**src/rtl/kbd_scan_receiver_pkg.sv**
```systemverilog
// Shared types and constants for the keyboard scan-code receiver.
// The STOP state is only reachable when KBD_STOP_CHECK_EN is defined.
package kbd_pkg;

    localparam int KBD_DATA_BITS = 8;
    localparam int KBD_SCAN_W    = 8;

    typedef enum logic [2:0] {
        ARM   = 3'd0,
        IDLE  = 3'd1,
        START = 3'd2,
        DATA  = 3'd3,
        STOP  = 3'd4
    } kbd_state_t;

endpackage

```
**src/rtl/kbd_scan_receiver_if.sv**
```systemverilog
// Signal bundle between the 8042-side serial line / CPU side and the receiver.
// The master drives the serial line and the clear strobe; the slave (receiver)
// drives the holding register and status flags.
interface kbd_scan_receiver_if;
    import kbd_pkg::*;

    logic                  KBD_DATA;
    logic                  KBD_CLEAR;
    logic [KBD_SCAN_W-1:0] KBD_SCAN_CODE;
    logic                  KBD_IRQ;
    logic                  KBD_OVERRUN;
    logic                  KBD_FRAME_ERR;
    logic                  KBD_RX_BUSY;

    modport master (
        output KBD_DATA,
        output KBD_CLEAR,
        input  KBD_SCAN_CODE,
        input  KBD_IRQ,
        input  KBD_OVERRUN,
        input  KBD_FRAME_ERR,
        input  KBD_RX_BUSY
    );

    modport slave (
        input  KBD_DATA,
        input  KBD_CLEAR,
        output KBD_SCAN_CODE,
        output KBD_IRQ,
        output KBD_OVERRUN,
        output KBD_FRAME_ERR,
        output KBD_RX_BUSY
    );

endinterface

```
**src/rtl/kbd_scan_receiver_serial_shifter.sv**
```systemverilog
// Serial deserialiser for one scan-code frame: start detect, fixed skip to
// bit0, eight data samples LSB first. Emits a one-cycle byte_valid with the
// assembled byte. With KBD_STOP_CHECK_EN defined a stop bit is sampled one
// cycle after bit7 and a low stop bit produces a frame_err pulse instead.
module kbd_serial_shifter
    import kbd_pkg::*;
#(
    parameter int SKIP_CYCLES = 2,
    parameter int IDLE_MIN    = 1
) (
    input  logic                  clk,
    input  logic                  rst_n,
    input  logic                  line,
    output logic                  busy,
    output logic                  byte_valid,
    output logic [KBD_SCAN_W-1:0] rx_byte,
    output logic                  frame_err
);

    localparam int CNT_W = $clog2(SKIP_CYCLES + 9) + 1;
    localparam int ARM_W = $clog2(IDLE_MIN + 1) + 1;

`ifdef KBD_STOP_CHECK_EN
    // All eight bits must be held until the stop sample decides the frame.
    localparam int SH_W = KBD_DATA_BITS;
`else
    // Bit7 is taken straight from the line on the completion cycle.
    localparam int SH_W = KBD_DATA_BITS - 1;
`endif

    localparam logic [CNT_W-1:0] SKIP_C = CNT_W'(SKIP_CYCLES);
    localparam logic [CNT_W-1:0] LAST_C = CNT_W'(SKIP_CYCLES + KBD_DATA_BITS - 1);
    localparam logic [ARM_W-1:0] IDLE_C = ARM_W'(IDLE_MIN);

    kbd_state_t        state, state_nxt;
    logic [CNT_W-1:0]  cnt, cnt_nxt;
    logic [ARM_W-1:0]  arm_cnt, arm_cnt_nxt;
    logic [SH_W-1:0]   shreg, shreg_nxt;

    // State, frame counter, re-arm counter and shift register.
    always_ff @(posedge clk or negedge rst_n) begin
        if (!rst_n) begin
            state   <= ARM;
            cnt     <= '0;
            arm_cnt <= '0;
            shreg   <= '0;
        end else begin
            state   <= state_nxt;
            cnt     <= cnt_nxt;
            arm_cnt <= arm_cnt_nxt;
            shreg   <= shreg_nxt;
        end
    end

`ifdef KBD_STOP_CHECK_EN
    assign rx_byte = shreg;
`else
    assign rx_byte = {line, shreg};
`endif

    // Next-state logic; cnt counts cycles since the start sample.
    always_comb begin
        state_nxt   = state;
        cnt_nxt     = cnt;
        arm_cnt_nxt = arm_cnt;
        shreg_nxt   = shreg;
        busy        = 1'b0;
        byte_valid  = 1'b0;
        frame_err   = 1'b0;

        case (state)
            ARM: begin
                // Require a run of high samples so a low bit7 or a trailing
                // low is never mistaken for the next start bit.
                if (line) begin
                    if (arm_cnt + ARM_W'(1) == IDLE_C) begin
                        state_nxt   = IDLE;
                        arm_cnt_nxt = '0;
                    end else begin
                        arm_cnt_nxt = arm_cnt + ARM_W'(1);
                    end
                end else begin
                    arm_cnt_nxt = '0;
                end
            end

            IDLE: begin
                // The start sample itself already counts as receiving.
                if (!line) begin
                    busy      = 1'b1;
                    state_nxt = START;
                    cnt_nxt   = CNT_W'(1);
                    shreg_nxt = '0;
                end
            end

            START: begin
                // Line level is don't-care until the bit0 sample point.
                busy    = 1'b1;
                cnt_nxt = cnt + CNT_W'(1);
                if (cnt == SKIP_C) begin
                    shreg_nxt = {line, shreg[SH_W-1:1]};
                    state_nxt = DATA;
                end
            end

            DATA: begin
                busy      = 1'b1;
                cnt_nxt   = cnt + CNT_W'(1);
                shreg_nxt = {line, shreg[SH_W-1:1]};
                if (cnt == LAST_C) begin
`ifdef KBD_STOP_CHECK_EN
                    state_nxt  = STOP;
`else
                    byte_valid = 1'b1;
                    state_nxt  = ARM;
                    cnt_nxt    = '0;
`endif
                end
            end

`ifdef KBD_STOP_CHECK_EN
            STOP: begin
                busy      = 1'b1;
                cnt_nxt   = '0;
                state_nxt = ARM;
                if (line) begin
                    byte_valid = 1'b1;
                end else begin
                    frame_err  = 1'b1;
                end
            end
`endif

            default: begin
                state_nxt = ARM;
                cnt_nxt   = '0;
            end
        endcase
    end

endmodule

```
**src/rtl/kbd_scan_receiver.sv**
```systemverilog
// PC-side keyboard receiver: deserialises 8042 scan codes, holds the last
// accepted byte for the CPU, raises IRQ1 while it is pending and flags
// overruns. Define KBD_STOP_CHECK_EN to add stop-bit checking and a
// FRAME_ERR pulse; otherwise FRAME_ERR stays 0.
module kbd_scan_receiver
    import kbd_pkg::*;
#(
    parameter int SKIP_CYCLES = 2,
    parameter int IDLE_MIN    = 1
) (
    input  logic                KBD_CLK,
    input  logic                KBD_RESET_N,
    kbd_scan_receiver_if.slave  bus
);

    logic                  busy;
    logic                  byte_valid;
    logic [KBD_SCAN_W-1:0] rx_byte;
    logic                  sh_frame_err;

    logic [KBD_SCAN_W-1:0] scan_code, scan_code_nxt;
    logic                  irq, irq_nxt;
    logic                  overrun, overrun_nxt;
    logic                  frame_err;

    kbd_serial_shifter #(
        .SKIP_CYCLES (SKIP_CYCLES),
        .IDLE_MIN    (IDLE_MIN)
    ) u_shifter (
        .clk        (KBD_CLK),
        .rst_n      (KBD_RESET_N),
        .line       (bus.KBD_DATA),
        .busy       (busy),
        .byte_valid (byte_valid),
        .rx_byte    (rx_byte),
        .frame_err  (sh_frame_err)
    );

    // Holding register update: a completing byte beats a same-cycle clear.
    always_comb begin
        scan_code_nxt = scan_code;
        irq_nxt       = irq;
        overrun_nxt   = overrun;

        if (bus.KBD_CLEAR) begin
            irq_nxt     = 1'b0;
            overrun_nxt = 1'b0;
        end

        if (byte_valid) begin
            if (!irq || bus.KBD_CLEAR) begin
                scan_code_nxt = rx_byte;
                irq_nxt       = 1'b1;
            end else begin
                overrun_nxt   = 1'b1;
            end
        end
    end

    // CPU-visible registers; the frame error pulse is aligned with them.
    always_ff @(posedge KBD_CLK or negedge KBD_RESET_N) begin
        if (!KBD_RESET_N) begin
            scan_code <= '0;
            irq       <= 1'b0;
            overrun   <= 1'b0;
            frame_err <= 1'b0;
        end else begin
            scan_code <= scan_code_nxt;
            irq       <= irq_nxt;
            overrun   <= overrun_nxt;
            frame_err <= sh_frame_err;
        end
    end

    assign bus.KBD_SCAN_CODE = scan_code;
    assign bus.KBD_IRQ       = irq;
    assign bus.KBD_OVERRUN   = overrun;
    assign bus.KBD_FRAME_ERR = frame_err;
    assign bus.KBD_RX_BUSY   = busy;

endmodule

```
**src/flat_wrapper.sv**
```systemverilog
// flat-port wrapper written by rule: the top's interface ports become plain ports
module kbd_scan_receiver_flat import kbd_pkg::*;
#(
    parameter int SKIP_CYCLES = 2,
    parameter int IDLE_MIN    = 1
)
  (KBD_CLK, KBD_RESET_N, bus_KBD_DATA, bus_KBD_CLEAR, bus_KBD_SCAN_CODE, bus_KBD_IRQ, bus_KBD_OVERRUN, bus_KBD_FRAME_ERR, bus_KBD_RX_BUSY);
  kbd_scan_receiver_if bus_i ();
  input  logic KBD_CLK;
  input  logic KBD_RESET_N;
  input wire logic [$bits(bus_i.KBD_DATA)-1:0] bus_KBD_DATA;
  input wire logic [$bits(bus_i.KBD_CLEAR)-1:0] bus_KBD_CLEAR;
  output wire logic [$bits(bus_i.KBD_SCAN_CODE)-1:0] bus_KBD_SCAN_CODE;
  output wire logic [$bits(bus_i.KBD_IRQ)-1:0] bus_KBD_IRQ;
  output wire logic [$bits(bus_i.KBD_OVERRUN)-1:0] bus_KBD_OVERRUN;
  output wire logic [$bits(bus_i.KBD_FRAME_ERR)-1:0] bus_KBD_FRAME_ERR;
  output wire logic [$bits(bus_i.KBD_RX_BUSY)-1:0] bus_KBD_RX_BUSY;
  assign bus_i.KBD_DATA = bus_KBD_DATA;
  assign bus_i.KBD_CLEAR = bus_KBD_CLEAR;
  assign bus_KBD_SCAN_CODE = bus_i.KBD_SCAN_CODE;
  assign bus_KBD_IRQ = bus_i.KBD_IRQ;
  assign bus_KBD_OVERRUN = bus_i.KBD_OVERRUN;
  assign bus_KBD_FRAME_ERR = bus_i.KBD_FRAME_ERR;
  assign bus_KBD_RX_BUSY = bus_i.KBD_RX_BUSY;
  kbd_scan_receiver #(.SKIP_CYCLES(SKIP_CYCLES), .IDLE_MIN(IDLE_MIN)) u_core (.KBD_CLK(KBD_CLK), .KBD_RESET_N(KBD_RESET_N), .bus(bus_i));
endmodule
```
**config.mk**
```make
export PLATFORM = sky130hd
export DESIGN_NAME = kbd_scan_receiver_flat
export DESIGN_NICKNAME = d
export VERILOG_FILES = /design/src/rtl/kbd_scan_receiver_pkg.sv /design/src/rtl/kbd_scan_receiver_if.sv /design/src/rtl/kbd_scan_receiver_serial_shifter.sv /design/src/rtl/kbd_scan_receiver.sv /design/src/flat_wrapper.sv
export SDC_FILE = /design/constraint.sdc
export NUM_CORES = 1
export LEC_CHECK = 0
export ABC_AREA = 1
export CAP_MARGIN = 30
export CORE_MARGIN = 2
export CORE_UTILIZATION = 53
export DETAILED_ROUTE_END_ITERATION = 8
export PLACE_DENSITY_LB_ADDON = 0.08
export SLEW_MARGIN = 15
export SYNTH_ARGS = -nofsm -noshare
export SYNTH_HDL_FRONTEND = slang
export SYNTH_SLANG_ARGS = --single-unit
```
**constraint.sdc**
```tcl
create_clock -name KBD_CLK -period 1.9 [get_ports KBD_CLK]
set_input_delay 0.19 -clock KBD_CLK [delete_from_list [all_inputs] [get_ports KBD_CLK]]
set_output_delay 0.19 -clock KBD_CLK [all_outputs]
set_load 0.02 [all_outputs]
```
==> results of run 1 <==
[cells in the final DEF, fill, tap and decap left out]
cell type,n
inv_4,1
nand3b_1,1
clkdlybuf4s50_1,13
clkbuf_4,3
nand3_1,9
nand2_1,37
inv_2,2
o21ai_1,8
clkbuf_2,1
nand4_4,1
ha_1,9
o21bai_1,1
a21oi_1,4
o21ai_0,4
o21ai_2,7
nand4_1,2
dfrtp_1,26
nor2_4,1
bufinv_16,1
inv_1,20
buf_4,3
nor2_1,9
nand3_2,1
conb_1,1
nand2_2,5
nand2_4,3
[cells by family (layout without fill, tap and decap cells)]
kind of cell | count (synthesis) | in the layout | synth area share
adder cells (fa/ha/maj) | 9 | 9 | 0.0816
AO/OA/AOI/OAI | 24 | 24 | 0.108
buffers and inverters | 26 | 44 | 0.0861
other | 1 | 1 | 0.00272
AND/OR/NAND/NOR | 69 | 69 | 0.250
flip-flops | 26 | 26 | 0.471
[repair_timing]
item	in CTS	in global routing
endpoints found under the setup margin	1	1
buffers inserted	0	0
resized for setup	1	2
[flip-flops by register name, indices dropped and copies added (netlist names)]
| name | flops |
|---|---|
| u_core.bus.KBD_IRQ | 1 |
| u_core.bus.KBD_OVERRUN | 1 |
| u_core.bus.KBD_SCAN_CODE | 8 |
| u_core.u_shifter.arm_cnt | 2 |
| u_core.u_shifter.cnt | 5 |
| u_core.u_shifter.shreg | 7 |
| u_core.u_shifter.state | 2 |
[where the power goes]
part	switching [mW]	internal, mW	total (mW)
combinational	0.580	0.289	0.869
sequential	0.0941	0.634	0.728
clock	0.165	0.213	0.378
[final cells by class]
type,count,area [um^2]
Clock inverter,1,30.0
Timing Repair Buffer,17,158
Inverter,23,88.8
Sequential cell,26,651
Multi-Input combinational cell,103,611
Clock buffer,3,22.5
Tap cell,30,37.5
Fill cell,232,880
[stage by stage]
stage / area, um^2 / util / setup slack (ns)
after floorplan: 1380 / - / 0.559
after global placement: 1550 / 0.626 / 0.162
after global routing: 1600 / 0.645 / 0.0682
final: 1600 / 0.645 / 0.184
after CTS: 1600 / 0.646 / 0.00322
after detailed placement: 1550 / 0.626 / 0.120
[worst register-to-register path: cells and delay by family (launching register included)]
family	cells	cell delay (ns)
AND/OR/NAND/NOR	3	0.40
AO/OA/AOI/OAI	1	0.06
flip-flops	1	0.44
adder cells (fa/ha/maj)	1	0.29
buffers and inverters	3	0.28
[worst min-delay path by stage]
stage | startpoint | end | cells after the start | slack [ns]
after floorplan | KBD_RESET_N | u_core.bus.KBD_IRQ | 0 | -0.11
after detailed placement | u_core.u_shifter.shreg[0] | u_core.u_shifter.shreg[0] | 2 | 0.47
after CTS | KBD_RESET_N | u_core.bus.KBD_SCAN_CODE[3] | 2 | 0.22
after global routing | KBD_RESET_N | u_core.u_shifter.shreg[0] | 2 | 0.26
final | KBD_RESET_N | u_core.u_shifter.shreg[0] | 2 | 0.22
after global placement | u_core.bus.KBD_OVERRUN | u_core.bus.KBD_OVERRUN | 2 | 0.47
[metal layers]
layer  track usage  vias to the layer above
li1              -                      518
met1         0.250                      461
met2         0.266                       23
met3        0.0242                        2
met4        0.0813                        0
met5             0                        -
==> impl_metrics.env, run 1 <==
export IMPL_clk_latency_ns=0.32
export IMPL_path_max_fanout=5
export IMPL_hold_class="input port to asynchronous set/reset pin"
export IMPL_r2r_start="u_core.u_shifter.state[1]"
export IMPL_holdBufCountCts=0
export IMPL_syn_num_nets=168
export IMPL_async_reset_ff_frac=1.00
export IMPL_cts_tree="yes"
export IMPL_die_area_mm2=0.00303
export IMPL_finalPower_mw=1.98
export IMPL_ys_seq_elements=26
export IMPL_synth_edff_count=0
export IMPL_power_density_mw_per_mm2=1240
export IMPL_critical_path_top_delay_family="flip-flops"
export IMPL_yosysWarnings=0
export IMPL_first_global_vias=883
export IMPL_drc_errors=0
export IMPL_critPathLaunch="u_core.u_shifter.state[0]"
export IMPL_synth_area_mm2=0.00138
export IMPL_fin_hold_ws_ns=0.218
export IMPL_met3_length_um=100
export IMPL_crit_arrival_ns=1.53
export IMPL_routed_top_layer="met4"
export IMPL_place_congestion=0.816
export IMPL_clock_sinks=26
export IMPL_cp_endpoint="bus_KBD_RX_BUSY"
export IMPL_synth_cell_types=23
export IMPL_peakVddDrop_uv=933
export IMPL_power_leakage_nw=0.747
export IMPL_fin_crit_sh=0.903
export IMPL_port_buffers=14
export IMPL_yosys_area_top_type="dfrtp_1"
export IMPL_r2r_cells=8
export IMPL_drv_cap=0
export IMPL_nNetsFinal=187
export IMPL_synth_area_per_cell_um2=8.90
export IMPL_htree_levels=1
export IMPL_crit_chain="inv_1 > ha_1 > nor2_1 > a21oi_1 > clkbuf_2"
export IMPL_area_delta_synth_final_pct=15.8
export IMPL_wire_per_inst_um=11.6
export IMPL_end_kind="primary output"
export IMPL_dp_hpwl_um=1750
export IMPL_die_y_um=55.0
export IMPL_grt_max_degree=27
export IMPL_cp_required_ns=1.71
export IMPL_antenna_found_initial=0
export IMPL_worstSetupStartpointType="register"
export IMPL_drv_slew=0
export IMPL_yosysTopAreaCellShare=0.471
export IMPL_cp_depth=5
export IMPL_min_period_ns=1.72
export IMPL_clk_pin_slew_ns=0.15
export IMPL_dr_total_vias=1004
export IMPL_clock_fmax_mhz=583
export IMPL_viasPerCell=4.95
export IMPL_r2r_slack_ns=0.37
export IMPL_finalSetupViolations=0
export IMPL_crit_type="register to primary output"
export IMPL_yosys_top_cells_count="nand2_1, dfrtp_1, inv_1"
export IMPL_rsz0062_at_grt="no"
export IMPL_grtUsageTotal=0.177
export IMPL_path_buf_inv=2
export IMPL_yosysMostFrequentCell="nand2_1"
export IMPL_drive_above_1_share=0.168
export IMPL_synthFlopType="dfrtp_1"
export IMPL_reg2reg_to="u_core.u_shifter.shreg[1]"
export IMPL_clockBufferDepth=2
export IMPL_grt_overflow_total=0
export IMPL_cts_root_buf="clkbuf_4"
export IMPL_die_w_um=55.0
export IMPL_routed_wl_met2_um=1060
export IMPL_hold_viol_final=0
export IMPL_instances_no_fill=203
export IMPL_yosys_top_cells_area="dfrtp_1, nand2_1, ha_1"
export IMPL_skew_ns=0.00786
export IMPL_wl_met1_um=1170
export IMPL_route_antenna_remaining_nets=0
export IMPL_synth_seq_area_share=0.471
export IMPL_outcome="completed"
export IMPL_drtIter0Drc=23
export IMPL_firstDrtPassIters=4
export IMPL_diodes=0
export IMPL_crit_path_top_delay_cell="dfrtp_1"
export IMPL_start_util=0.557
export IMPL_coreArea_mm2=0.00248
export IMPL_synth_cells=155
export IMPL_cts_buffers=3
export IMPL_tns_ns=0
export IMPL_io_pins=16
export IMPL_drt_total_wl_um=2350
export IMPL_grt_pass1_wl_um=3800
export IMPL_slowest_delay_ns=0.45
export IMPL_rows=18
export IMPL_dp_cells=199
(Power assumes the default switching activity.)
==> run 2: changes to the inputs <==
--- a/config.mk
+++ b/config.mk
@@ -5,11 +5,12 @@
 export SDC_FILE = /design/constraint.sdc
 export NUM_CORES = 1
 export LEC_CHECK = 0
-export ABC_AREA = 1
+export ABC_AREA = 0
 export CAP_MARGIN = 30
 export CORE_MARGIN = 2
 export CORE_UTILIZATION = 53
 export DETAILED_ROUTE_END_ITERATION = 8
+export GPL_ROUTABILITY_DRIVEN = 0
 export PLACE_DENSITY_LB_ADDON = 0.08
 export SLEW_MARGIN = 15
 export SYNTH_ARGS = -nofsm -noshare
==> run 2 against run 1 <==
  * Die area shrank 6.8%
  * Combinational power grew 9.2%
  * Clock skew shrank 0.0041 ns
  * Largest power group unchanged
  * Sequential power grew 6.0%
  * First-iteration DRC count shrank 74%
  * Clock-buffer cell count grew 1
  * Total power grew 1.0%
  * Core utilization grew 2.9 points
==> impl_metrics.env, run 2 <==
export IMPL_outcome="completed"
export IMPL_yosysTopAreaCellShare=0.509
export IMPL_die_y_um=53.1
export IMPL_drv_slew=0
export IMPL_clock_sinks=26
export IMPL_grt_max_degree=27
export IMPL_yosys_top_cells_count="dfrtp_1, nand2_1, ha_1, inv_1, o21ai_0"
export IMPL_drive_above_1_share=0.182
export IMPL_power_density_mw_per_mm2=1310
export IMPL_path_max_fanout=8
export IMPL_diodes=0
export IMPL_viasPerCell=5.45
export IMPL_yosys_top_cells_area="dfrtp_1, ha_1, mux2_2"
export IMPL_synth_cell_types=27
export IMPL_port_buffers=14
export IMPL_power_leakage_nw=0.730
export IMPL_grtUsageTotal=0.200
export IMPL_synth_edff_count=0
export IMPL_min_period_ns=1.75
export IMPL_clockBufferDepth=2
export IMPL_worstSetupStartpointType="register"
export IMPL_firstDrtPassIters=4
export IMPL_drc_errors=0
export IMPL_slowest_delay_ns=0.46
export IMPL_synth_seq_area_share=0.509
export IMPL_drv_cap=0
export IMPL_crit_path_top_delay_cell="dfrtp_2"
export IMPL_hold_class="input port to asynchronous set/reset pin"
export IMPL_largest_reg_flops=8
export IMPL_antenna_found_initial=0
export IMPL_finalSetupViolations=0
export IMPL_clock_fmax_mhz=572
export IMPL_drtIter0Drc=6
export IMPL_grt_pass1_wl_um=4030
export IMPL_crit_type="register to register"
export IMPL_yosysWarnings=0
export IMPL_syn_num_nets=134
export IMPL_synth_area_mm2=0.00128
export IMPL_nNetsFinal=157
export IMPL_clk_latency_ns=0.31
export IMPL_cp_required_ns=2.11
export IMPL_cts_tree="yes"
export IMPL_fin_crit_sh=0.920
export IMPL_area_delta_synth_final_pct=18.8
export IMPL_path_buf_inv=1
export IMPL_grt_overflow_total=0
export IMPL_die_w_um=53.1
export IMPL_end_kind="register"
export IMPL_rsz0062_at_grt="no"
export IMPL_drt_total_wl_um=2370
export IMPL_yosysMostFrequentCell="dfrtp_1"
export IMPL_synth_cells=121
export IMPL_async_reset_ff_frac=1.00
export IMPL_tns_ns=0
export IMPL_clk_pin_slew_ns=0.14
export IMPL_cts_buffers=3
export IMPL_crit_arrival_ns=1.96
export IMPL_utilization=0.674
export IMPL_skew_ns=0.00373
export IMPL_dp_hpwl_um=1770
export IMPL_coreArea_mm2=0.00225
export IMPL_mostFrequentLayoutCells="dfrtp_1, nand2_1, clkdlybuf4s50_1"
export IMPL_wire_per_inst_um=13.9
export IMPL_route_antenna_remaining_nets=0
export IMPL_io_pins=16
export IMPL_critical_path_top_delay_family="simple AND/OR/NAND/NOR gates"
export IMPL_ys_seq_elements=26
export IMPL_die_area_mm2=0.00282
export IMPL_dr_total_vias=932
export IMPL_cts_root_buf="clkbuf_4"
export IMPL_final_common_cell="dfrtp_1"
export IMPL_rows=17
export IMPL_first_global_vias=957
export IMPL_start_util=0.567
export IMPL_synthFlopType="dfrtp_1"
export IMPL_hold_viol_final=0
export IMPL_peakVddDrop_uv=1020
export IMPL_yosys_area_top_type="dfrtp_1"
export IMPL_synth_area_per_cell_um2=10.6
export IMPL_htree_levels=1
export IMPL_crit_chain="inv_1 > ha_1 > nand4bb_4 > nor2_1 > nand2_1 > mux2_2"
==> run 2: cell count changes in the layout (fill, tap and decap cells not counted), moves of 5 or more <==
cell,before,now
buf_4,3,8
inv_1,20,8
mux2_2,0,8
nand2_1,37,21
nand2_2,5,0
nand3_1,9,4
nor2_1,9,3
o21ai_0,4,9
o21ai_2,7,0
==> run 2: routing by layer <==
metal,wire (um),global-route usage,part of all wire
met1,1030,0.236,0.44
met2,1250,0.348,0.53
met3,71,0.0339,0.030
met4,19,0.0983,0.0080
met5,0,0,0
==> run 2: layout make-up <==
class | instances | area, um^2
multi-input combinational | 82 | 567
inverter | 9 | 33.8
clock buffer | 4 | 36.3
tap | 28 | 35.0
sequential | 26 | 652
timing repair buffer | 22 | 195
fill | 191 | 736
==> run 2: final timing paths <==
path	from	endpoint	slack, ns	depth (start not counted)
setup / recovery	u_core.u_shifter.cnt[1]	u_core.bus.KBD_SCAN_CODE[5]	0.15	6
setup reg to reg	u_core.u_shifter.cnt[1]	u_core.bus.KBD_SCAN_CODE[5]	0.15	6
min in group KBD_CLK	bus_KBD_CLEAR	u_core.bus.KBD_OVERRUN	0.43	2
max in group asynchronous	KBD_RESET_N	u_core.u_shifter.cnt[1]	1.38	2
hold / removal	KBD_RESET_N	u_core.u_shifter.shreg[4]	0.25	2
hold reg to reg	u_core.u_shifter.shreg[0]	u_core.u_shifter.shreg[0]	0.51	2
==> run 2: what timing repair did <==
action,4_1_cts,5_1_grt
setup endpoints to repair,1,2
gates cloned,0,0
hold buffers,0,0
setup buffers,1,0
resized for setup,1,4
pin swaps,0,1
==> run 2: kinds of logic after synthesis <==
logic type,count (synthesis),synth area share
and+or+nand+nor,35,0.140
AOI/OAI and AO/OA,28,0.130
DFF,26,0.509
buffers and inverters,13,0.0479
muxes,9,0.0822
adders and majority gates,9,0.0881
other,1,0.00293
==> run 2: worst reg2reg max path: stages, from the launching register on <==
cell	delay, ns
dfrtp_2	0.46
inv_1	0.06
ha_1	0.19
nand4bb_4	0.16
nor2_1	0.16
nand2_1	0.25
mux2_2	0.37
==> run 2: per-stage QoR <==
step | instance area, um^2 | power [mW] | cells | worst slack [ns] | hold WS (ns)
floorplan | 1280 | 1.37 | 121 | 0.281 | -0.106
global placement | 1480 | 1.66 | 166 | 0.184 | 0.473
detailed placement | 1480 | 1.72 | 166 | 0.121 | 0.492
CTS | 1520 | 2.00 | 171 | 0.00110 | 0.248
global route | 1520 | 2.16 | 171 | 0.0192 | 0.252
finish | 1520 | 2.00 | 171 | 0.152 | 0.246
==> run 2: power breakdown <==
group | switching, mW | internal, mW | total, mW
registers | 0.105 | 0.668 | 0.772
clock network | 0.157 | 0.117 | 0.274
logic | 0.532 | 0.417 | 0.949
total | 0.794 | 1.20 | 2.00
